===== src/rtl/fp_pkg.sv =====
// Shared definitions for the sequential floating-point add/subtract unit.
// Holds FSM state codes, flag bit positions, operand class codes and the
// canonical quiet-NaN builder used by the top level.
package fp_pkg;

  // FSM state encoding: one registered datapath stage per state
  localparam logic [2:0] ST_IDLE  = 3'd0;
  localparam logic [2:0] ST_ALIGN = 3'd1;
  localparam logic [2:0] ST_ADD   = 3'd2;
  localparam logic [2:0] ST_NORM  = 3'd3;
  localparam logic [2:0] ST_ROUND = 3'd4;
  localparam logic [2:0] ST_OUT   = 3'd5;

  // Bit positions inside the {N,Z,C,V} flag vector
  localparam int FLAG_N = 3;
  localparam int FLAG_Z = 2;
  localparam int FLAG_C = 1;
  localparam int FLAG_V = 0;

  // Operand / result class codes
  localparam logic [1:0] CLS_ZERO = 2'd0;
  localparam logic [1:0] CLS_NORM = 2'd1;
  localparam logic [1:0] CLS_INF  = 2'd2;
  localparam logic [1:0] CLS_NAN  = 2'd3;

  // Canonical quiet NaN {0, all-ones exponent, 1, 0...}, right-aligned in 64 bits
  function automatic logic [63:0] qnan(input int exp_w, input int man_w);
    logic [63:0] v;
    v = '0;
    for (int i = 0; i < exp_w; i++) v[man_w + i] = 1'b1;
    v[man_w - 1] = 1'b1;
    return v;
  endfunction

endpackage


===== src/rtl/fp_addsub_seq_lzc.sv =====
// Combinational leading-zero counter used to normalise after cancellation.
// Ports: din (WIDTH bits) in, cnt out = number of leading zeros (WIDTH when din is 0).
// Latency: zero cycles (pure combinational); no flow control.
module fp_lzc #(
  parameter int WIDTH = 27
) (
  input  logic [WIDTH-1:0]               din,
  output logic [$clog2(WIDTH+1)-1:0]     cnt
);
  localparam int CW = $clog2(WIDTH + 1);

  // Highest set bit wins because later loop iterations overwrite earlier ones
  always_comb begin
    cnt = CW'(WIDTH);
    for (int i = 0; i < WIDTH; i++) begin
      if (din[i]) cnt = CW'(WIDTH - 1 - i);
    end
  end
endmodule


===== src/rtl/fp_addsub_seq.sv =====
// Sequential IEEE-754 add/subtract, round-to-nearest-even, FTZ, specials, {N,Z,C,V} flags.
// Latency: result valid 4 edges after the accept edge (5th edge counting the accept); one op in flight.
// Backpressure: result/flags held in OUT until out_ready; in_ready only in IDLE, busy in_valid ignored.
// Ports: clk, reset_n (async low); in_valid/in_ready/op_sub/a/b request side;
//        out_valid/out_ready/result/flags response side.
module fp_addsub_seq
  import fp_pkg::*;
#(
  parameter int EXP_W = 8,
  parameter int MAN_W = 23
) (
  input  logic                   clk,
  input  logic                   reset_n,
  input  logic                   in_valid,
  output logic                   in_ready,
  input  logic                   op_sub,
  input  logic [EXP_W+MAN_W:0]   a,
  input  logic [EXP_W+MAN_W:0]   b,
  output logic                   out_valid,
  input  logic                   out_ready,
  output logic [EXP_W+MAN_W:0]   result,
  output logic [3:0]             flags
);
  localparam int W   = 1 + EXP_W + MAN_W;
  localparam int MW  = MAN_W + 4;            // hidden, fraction, G, R, S
  localparam int EW  = EXP_W + 2;            // signed working exponent
  localparam int LZW = $clog2(MW + 1);
  localparam logic [EXP_W-1:0]       EXP_MAX  = '1;
  localparam logic signed [EW-1:0]   EXP_INF  = {2'b00, EXP_MAX};
  localparam logic signed [EW-1:0]   ONE_S    = 1;
  localparam logic [63:0]            QNAN_ALL = qnan(EXP_W, MAN_W);

  function automatic logic [1:0] classify(input logic [EXP_W-1:0] e, input logic [MAN_W-1:0] f);
    if (e == '0)           return CLS_ZERO;    // subnormals flushed to zero
    else if (e != EXP_MAX) return CLS_NORM;
    else if (f == '0)      return CLS_INF;
    else                   return CLS_NAN;
  endfunction

  logic [2:0]              state_q, state_d;
  logic [W-1:0]            a_q, b_q;
  logic [1:0]              spec_q;
  logic                    spec_sign_q, sx_q, sy_q, carry_q, zero_q, rsign_q;
  logic signed [EW-1:0]    ex_q;
  logic [MW-1:0]           mx_q, my_q, mn_q;
  logic [MW:0]             sum_q;
  logic [W-1:0]            result_q;
  logic [3:0]              flags_q;

  assign in_ready  = (state_q == ST_IDLE);
  assign out_valid = (state_q == ST_OUT);
  assign result    = result_q;
  assign flags     = flags_q;

  // ---------------- ALIGN: classify, order by magnitude, shift smaller operand
  logic [1:0]         ca, cb;
  logic [W-2:0]       mag_a, mag_b;
  logic               a_ge_b, sa, sb, nan_d, inf_d;
  logic [EXP_W-1:0]   xe, ye, diff, sh;
  logic [MAN_W:0]     xm, ym;
  logic [2*MW-1:0]    wide;
  logic [MW-1:0]      my_d;
  logic [1:0]         spec_d;

  always_comb begin
    ca     = classify(a_q[W-2 -: EXP_W], a_q[MAN_W-1:0]);
    cb     = classify(b_q[W-2 -: EXP_W], b_q[MAN_W-1:0]);
    sa     = a_q[W-1];
    sb     = b_q[W-1];
    mag_a  = (ca == CLS_ZERO) ? '0 : a_q[W-2:0];
    mag_b  = (cb == CLS_ZERO) ? '0 : b_q[W-2:0];
    a_ge_b = (mag_a >= mag_b);
    xe     = a_ge_b ? mag_a[W-2 -: EXP_W] : mag_b[W-2 -: EXP_W];
    ye     = a_ge_b ? mag_b[W-2 -: EXP_W] : mag_a[W-2 -: EXP_W];
    xm     = a_ge_b ? {(ca != CLS_ZERO), mag_a[MAN_W-1:0]} : {(cb != CLS_ZERO), mag_b[MAN_W-1:0]};
    ym     = a_ge_b ? {(cb != CLS_ZERO), mag_b[MAN_W-1:0]} : {(ca != CLS_ZERO), mag_a[MAN_W-1:0]};
    diff   = xe - ye;
    // Clamping at MW pushes the whole of y into the sticky region
    sh     = (diff > EXP_W'(MW)) ? EXP_W'(MW) : diff;
    wide   = {ym, 3'b000, {MW{1'b0}}} >> sh;
    my_d   = {wide[2*MW-1:MW+1], wide[MW] | (|wide[MW-1:0])};
    nan_d  = (ca == CLS_NAN) || (cb == CLS_NAN) ||
             ((ca == CLS_INF) && (cb == CLS_INF) && (sa != sb));
    inf_d  = (ca == CLS_INF) || (cb == CLS_INF);
    spec_d = nan_d ? CLS_NAN : (inf_d ? CLS_INF : CLS_NORM);
  end

  // ---------------- ADD
  logic [MW:0] sum_d;
  always_comb begin
    if (sx_q ^ sy_q) sum_d = {1'b0, mx_q} - {1'b0, my_q};   // x >= y, never negative
    else             sum_d = {1'b0, mx_q} + {1'b0, my_q};
  end

  // ---------------- NORM
  logic [LZW-1:0]        lz;
  logic signed [EW-1:0]  lz_s, en_d;
  logic [MW-1:0]         mn_d;
  logic                  zero_d, rsign_d;

  fp_lzc #(.WIDTH(MW)) u_lzc (.din(sum_q[MW-1:0]), .cnt(lz));

  always_comb begin
    lz_s    = {{(EW-LZW){1'b0}}, lz};
    mn_d    = sum_q[MW-1:0] << lz;
    en_d    = ex_q - lz_s;
    zero_d  = 1'b0;
    rsign_d = sx_q;
    if (sum_q[MW]) begin
      // Carry: drop one bit to the right, folding it into sticky
      mn_d = {sum_q[MW:2], sum_q[1] | sum_q[0]};
      en_d = ex_q + ONE_S;
    end else if (sum_q == '0) begin
      zero_d  = 1'b1;
      rsign_d = sx_q & sy_q;             // only (-0)+(-0) keeps a negative zero
    end else if (en_d[EW-1] || en_d == '0) begin
      zero_d  = 1'b1;                    // underflow flushed to a signed zero
    end
  end

  // ---------------- ROUND and result assembly
  logic                 inc, ovf;
  logic [MAN_W+1:0]     rm;
  logic signed [EW-1:0] er;
  logic [MAN_W-1:0]     frac;
  logic [W-1:0]         result_d;
  logic [3:0]           flags_d;

  always_comb begin
    inc      = mn_q[2] & (mn_q[1] | mn_q[0] | mn_q[3]);
    rm       = {1'b0, mn_q[MW-1:3]} + {{(MAN_W+1){1'b0}}, inc};
    er       = rm[MAN_W+1] ? ex_q + ONE_S : ex_q;
    frac     = rm[MAN_W+1] ? rm[MAN_W:1] : rm[MAN_W-1:0];
    ovf      = (er >= EXP_INF);
    result_d = '0;
    flags_d  = '0;
    if (spec_q == CLS_NAN) begin
      result_d = QNAN_ALL[W-1:0];
    end else if (spec_q == CLS_INF) begin
      result_d = {spec_sign_q, EXP_MAX, {MAN_W{1'b0}}};
      flags_d[FLAG_N] = spec_sign_q;
    end else if (zero_q) begin
      result_d = {rsign_q, {(W-1){1'b0}}};
      flags_d[FLAG_N] = rsign_q;
      flags_d[FLAG_Z] = 1'b1;
    end else if (ovf) begin
      result_d = {rsign_q, EXP_MAX, {MAN_W{1'b0}}};
      flags_d[FLAG_N] = rsign_q;
      flags_d[FLAG_V] = 1'b1;
    end else begin
      result_d = {rsign_q, er[EXP_W-1:0], frac};
      flags_d[FLAG_N] = rsign_q;
      flags_d[FLAG_C] = carry_q;
    end
  end

  // ---------------- FSM
  always_comb begin
    state_d = state_q;
    case (state_q)
      ST_IDLE:  if (in_valid) state_d = ST_ALIGN;
      ST_ALIGN: state_d = ST_ADD;
      ST_ADD:   state_d = ST_NORM;
      ST_NORM:  state_d = ST_ROUND;
      ST_ROUND: state_d = ST_OUT;
      ST_OUT:   if (out_ready) state_d = ST_IDLE;
      default:  state_d = ST_IDLE;
    endcase
  end

  always_ff @(posedge clk or negedge reset_n) begin
    if (!reset_n) begin
      state_q <= ST_IDLE;
      a_q <= '0; b_q <= '0;
      spec_q <= CLS_NORM; spec_sign_q <= 1'b0;
      sx_q <= 1'b0; sy_q <= 1'b0; ex_q <= '0;
      mx_q <= '0; my_q <= '0; sum_q <= '0; carry_q <= 1'b0;
      mn_q <= '0; zero_q <= 1'b0; rsign_q <= 1'b0;
      result_q <= '0; flags_q <= '0;
    end else begin
      state_q <= state_d;
      case (state_q)
        ST_IDLE: if (in_valid) begin
          a_q <= a;
          b_q <= b ^ {op_sub, {(W-1){1'b0}}};
        end
        ST_ALIGN: begin
          spec_q      <= spec_d;
          spec_sign_q <= (ca == CLS_INF) ? sa : sb;
          sx_q        <= a_ge_b ? sa : sb;
          sy_q        <= a_ge_b ? sb : sa;
          ex_q        <= {2'b00, xe};
          mx_q        <= {xm, 3'b000};
          my_q        <= my_d;
        end
        ST_ADD: begin
          sum_q   <= sum_d;
          carry_q <= ~(sx_q ^ sy_q) & sum_d[MW];
        end
        ST_NORM: begin
          mn_q    <= mn_d;
          ex_q    <= en_d;
          zero_q  <= zero_d;
          rsign_q <= rsign_d;
        end
        ST_ROUND: begin
          result_q <= result_d;
          flags_q  <= flags_d;
        end
        default: ;
      endcase
    end
  end

endmodule


===== config.mk =====
export PLATFORM = sky130hd
export DESIGN_NAME = fp_addsub_seq
export DESIGN_NICKNAME = d
export VERILOG_FILES = /design/src/rtl/fp_pkg.sv /design/src/rtl/fp_addsub_seq_lzc.sv /design/src/rtl/fp_addsub_seq.sv
export SDC_FILE = /design/constraint.sdc
export NUM_CORES = 1
export LEC_CHECK = 0
export BUFFER_PORTS_ARGS = -buffer_cell sky130_fd_sc_hd__buf_2
export CAP_MARGIN = 15
export CORE_MARGIN = 1.5
export CORE_UTILIZATION = 55
export DETAILED_ROUTE_END_ITERATION = 7
export PLACE_DENSITY_LB_ADDON = 0.12
export SKIP_CTS_REPAIR_TIMING = 1
export SYNTH_ARGS = -nofsm -noshare
export SYNTH_HDL_FRONTEND = slang
export SYNTH_SLANG_ARGS = --single-unit

===== constraint.sdc =====
create_clock -name clk -period 10.63 [get_ports clk]
set_input_delay 1.063 -clock clk [delete_from_list [all_inputs] [get_ports clk]]
set_output_delay 1.063 -clock clk [all_outputs]
set_load 0.005 [all_outputs]

==> flow_summary.toml <==
[die]
die_w_um = 181
fp.dieH_um = 181
io_pins = 107
rows = 65
die_area_um2 = 32800
start_util_pct = 55.6
coreArea_um2 = 31400

[worst_setup_path]
cp-end-kind = "flip-flop"
r2r_slack_ps = 2610
crit_path_end = "my_q[0]"
required_ps = 11040
critPathArrivalTime_ps = 8430
cp_max_fo = 31
crit_type = "reg -> reg"
cpMaxStageDelayCell = "or3_1"
r2r_cells = 28
worst_path_largest_cell_delay_ps = 800
crit_path_start = "a_q[23]"
cp-start-kind = "flip-flop"
worstReg2RegStart = "a_q[23]"
rr_endpoint = "my_q[0]"

[layout]
multiInputGateArea_um2 = 10900
mostFrequentLayoutCell = "nand2_1"
stdcell_area_um2 = 19100
nNetsFinal = 2359
nFillCells = 2847
diodes = 0
final_cell_mix = "281 x nand2_1, 264 x o21ai_0, 225 x dfrtp_1"
drive_gt1_share_pct = 12.8
register_area_um2 = 5660
area_growth_pct = 9.32

[timing]
hold_ws_ps = 474
skew_ps = 16.1
slew_violations = 0
fin_crit_sh_pct = 75.5
rsz0062_at_grt = "no"
slew_headroom_pct = 28.3
tightestPinTransition_ps = 1080
finalCriticalPeriod_ps = 8020
setup_viol = 0
finalHoldViolCount = 0
fin_setup_tns_ps = 0
max_freq_ghz = 0.125

[route]
wl_um = 54800
wl_met3_um = 3120
met2WireLength_um = 25700
met1_length_um = 24000
wl_per_cell_um = 20.9
vias = 16400
drtAntennaViolNets = 0
routed_via_density = 6.25
highest_layer = "met4"
first_pass_iters = 5
drt_iter0_drc = 1475
route.detailed.drc = 0

[placement]
portBuffers = 106
place_area_um2 = 18100
gp_congestion = 0.989
place_hpwl_um = 41700

[grt]
groute.usage.overall_pct = 33.2
grt_overflow = 0
grt_max_degree = 91
antenna_found_initial = 0
grt_pass1_wl_um = 87400
grt_pass1_vias = 15800

[yosys]
syn_avg_cell_area_um2 = 7.98
syn_area_um2 = 17500
netlist_instances = 2187
synth_cell_types = 90
ys_warn_count = 0
syn-num-nets = 2347
synth_seq_cells = 226
synth_ff_type = "dfrtp_1"
synthArstFlopShare_pct = 100
synth_edf_count = 0
synth-seq-area-share_pct = 32.4

[hold_path]
hold_class = "reg -> reg"

[clock_tree]
clock_sinks = 226
clk_path_buf_depth = 3
clk_pin_slew_ps = 60
root_buffer = "clkbuf_16"
cts_tree = "built"
cts_max_level = 1
clk_latency_ps = 560
numCtsBuffers = 28

[flow_run]
maxCapViolations = 0

[status]
outcome = "finished clean"
==> final cells by class <==
class,instances,area share [%]
tap,402,2.64
inverter,87,1.71
clock buffer,41,4.35
timing repair buffer,130,3.78
multi-input combinational,1726,57.3
sequential,226,29.6
clock inverter,8,0.577
==> Yosys cell counts (all sizes together), types with 7 or more instances <==
master / n / area share [%]
o21ai: 266 / 7.6
mux2: 76 / 5.0
o211ai: 9 / 0.39
a21o: 17 / 0.73
o22ai: 13 / 0.47
a31oi: 38 / 1.4
nor2: 208 / 4.6
and2: 33 / 1.2
clkbuf: 120 / 2.6
and3: 18 / 0.64
a211oi: 16 / 0.69
xor2: 24 / 1.2
or3: 12 / 0.46
o41ai: 7 / 0.39
mux2i: 87 / 5.1
inv: 86 / 1.8
xnor2: 39 / 2.1
o21a: 17 / 0.73
nand2b: 15 / 0.54
nor4: 26 / 0.93
nand2: 281 / 6.0
nand3: 79 / 2.3
a22oi: 10 / 0.43
a21oi: 133 / 3.8
o21bai: 9 / 0.39
nor3: 41 / 1.2
ha: 89 / 6.4
a221oi: 9 / 0.49
buf: 28 / 0.70
nor2b: 22 / 0.79
o31ai: 19 / 0.82
nand4: 22 / 0.79
dfrtp: 225 / 32
==> critical path, delay by kind of cell, from the launching register on <==
kind | cells | cell delay (ps)
compound gates | 12 | 2980
buf+inv | 1 | 310
xor+xnor | 1 | 180
simple gates | 12 | 3350
fa+ha+maj | 2 | 540
flops | 1 | 460
==> sequential cells by signal (all words and copies together) (netlist names), 2 cells and up <==
name / flops
b_q: 32
ex_q: 10
result: 32
sum_q: 28
flags: 3
spec_q: 2
my_q: 27
a_q: 32
state_q: 3
mn_q: 27
mx_q: 24
==> how the worst min path moves through the flow <==
stage | from | endpoint | slack (ps) | cells after the start
finish | result[24] | result[24] | 470 | 2
global route | flags[0] | flags[0] | 490 | 2
CTS | result[24] | result[24] | 480 | 2
detailed placement | result[24] | result[24] | 470 | 2
global placement | result[24] | result[24] | 460 | 2
floorplan | spec_sign_q | spec_sign_q | 440 | 2
==> routing by layer <==
layer | vias up | global-route usage (%)
met1 | 7867 | 44.9
met5 | - | 0
li1 | 7832 | -
met4 | 0 | 11.0
met2 | 577 | 55.4
met3 | 109 | 3.59
==> logic make-up (layout without fill, tap and decap cells) <==
family / Yosys count / in the layout / synth area share, %
XOR/XNOR: 63 / 63 / 3.33
flip-flops: 226 / 226 / 32.4
AND/OR/NAND/NOR: 777 / 777 / 20.3
adder cells (fa/ha/maj): 91 / 91 / 6.61
AO/OA/AOI/OAI: 632 / 632 / 22.2
multiplexers: 163 / 163 / 10.0
buffers and inverters: 235 / 266 / 5.15
==> stage by stage <==
| stage | util (%) | worst slack [ps] | instances |
|---|---|---|---|
| after global routing | 60.8 | 2090 | 2620 |
| after CTS | 60.8 | 2740 | 2619 |
| after global placement | 57.8 | 2840 | 2570 |
| after floorplan | - | 3000 | 2187 |
| after detailed placement | 57.8 | 2770 | 2570 |
| final | 60.8 | 2610 | 2620 |
Power is left out: the tool's default activity adds up to more than one toggle a clock period on the data nets, which glitch-free logic cannot reach.
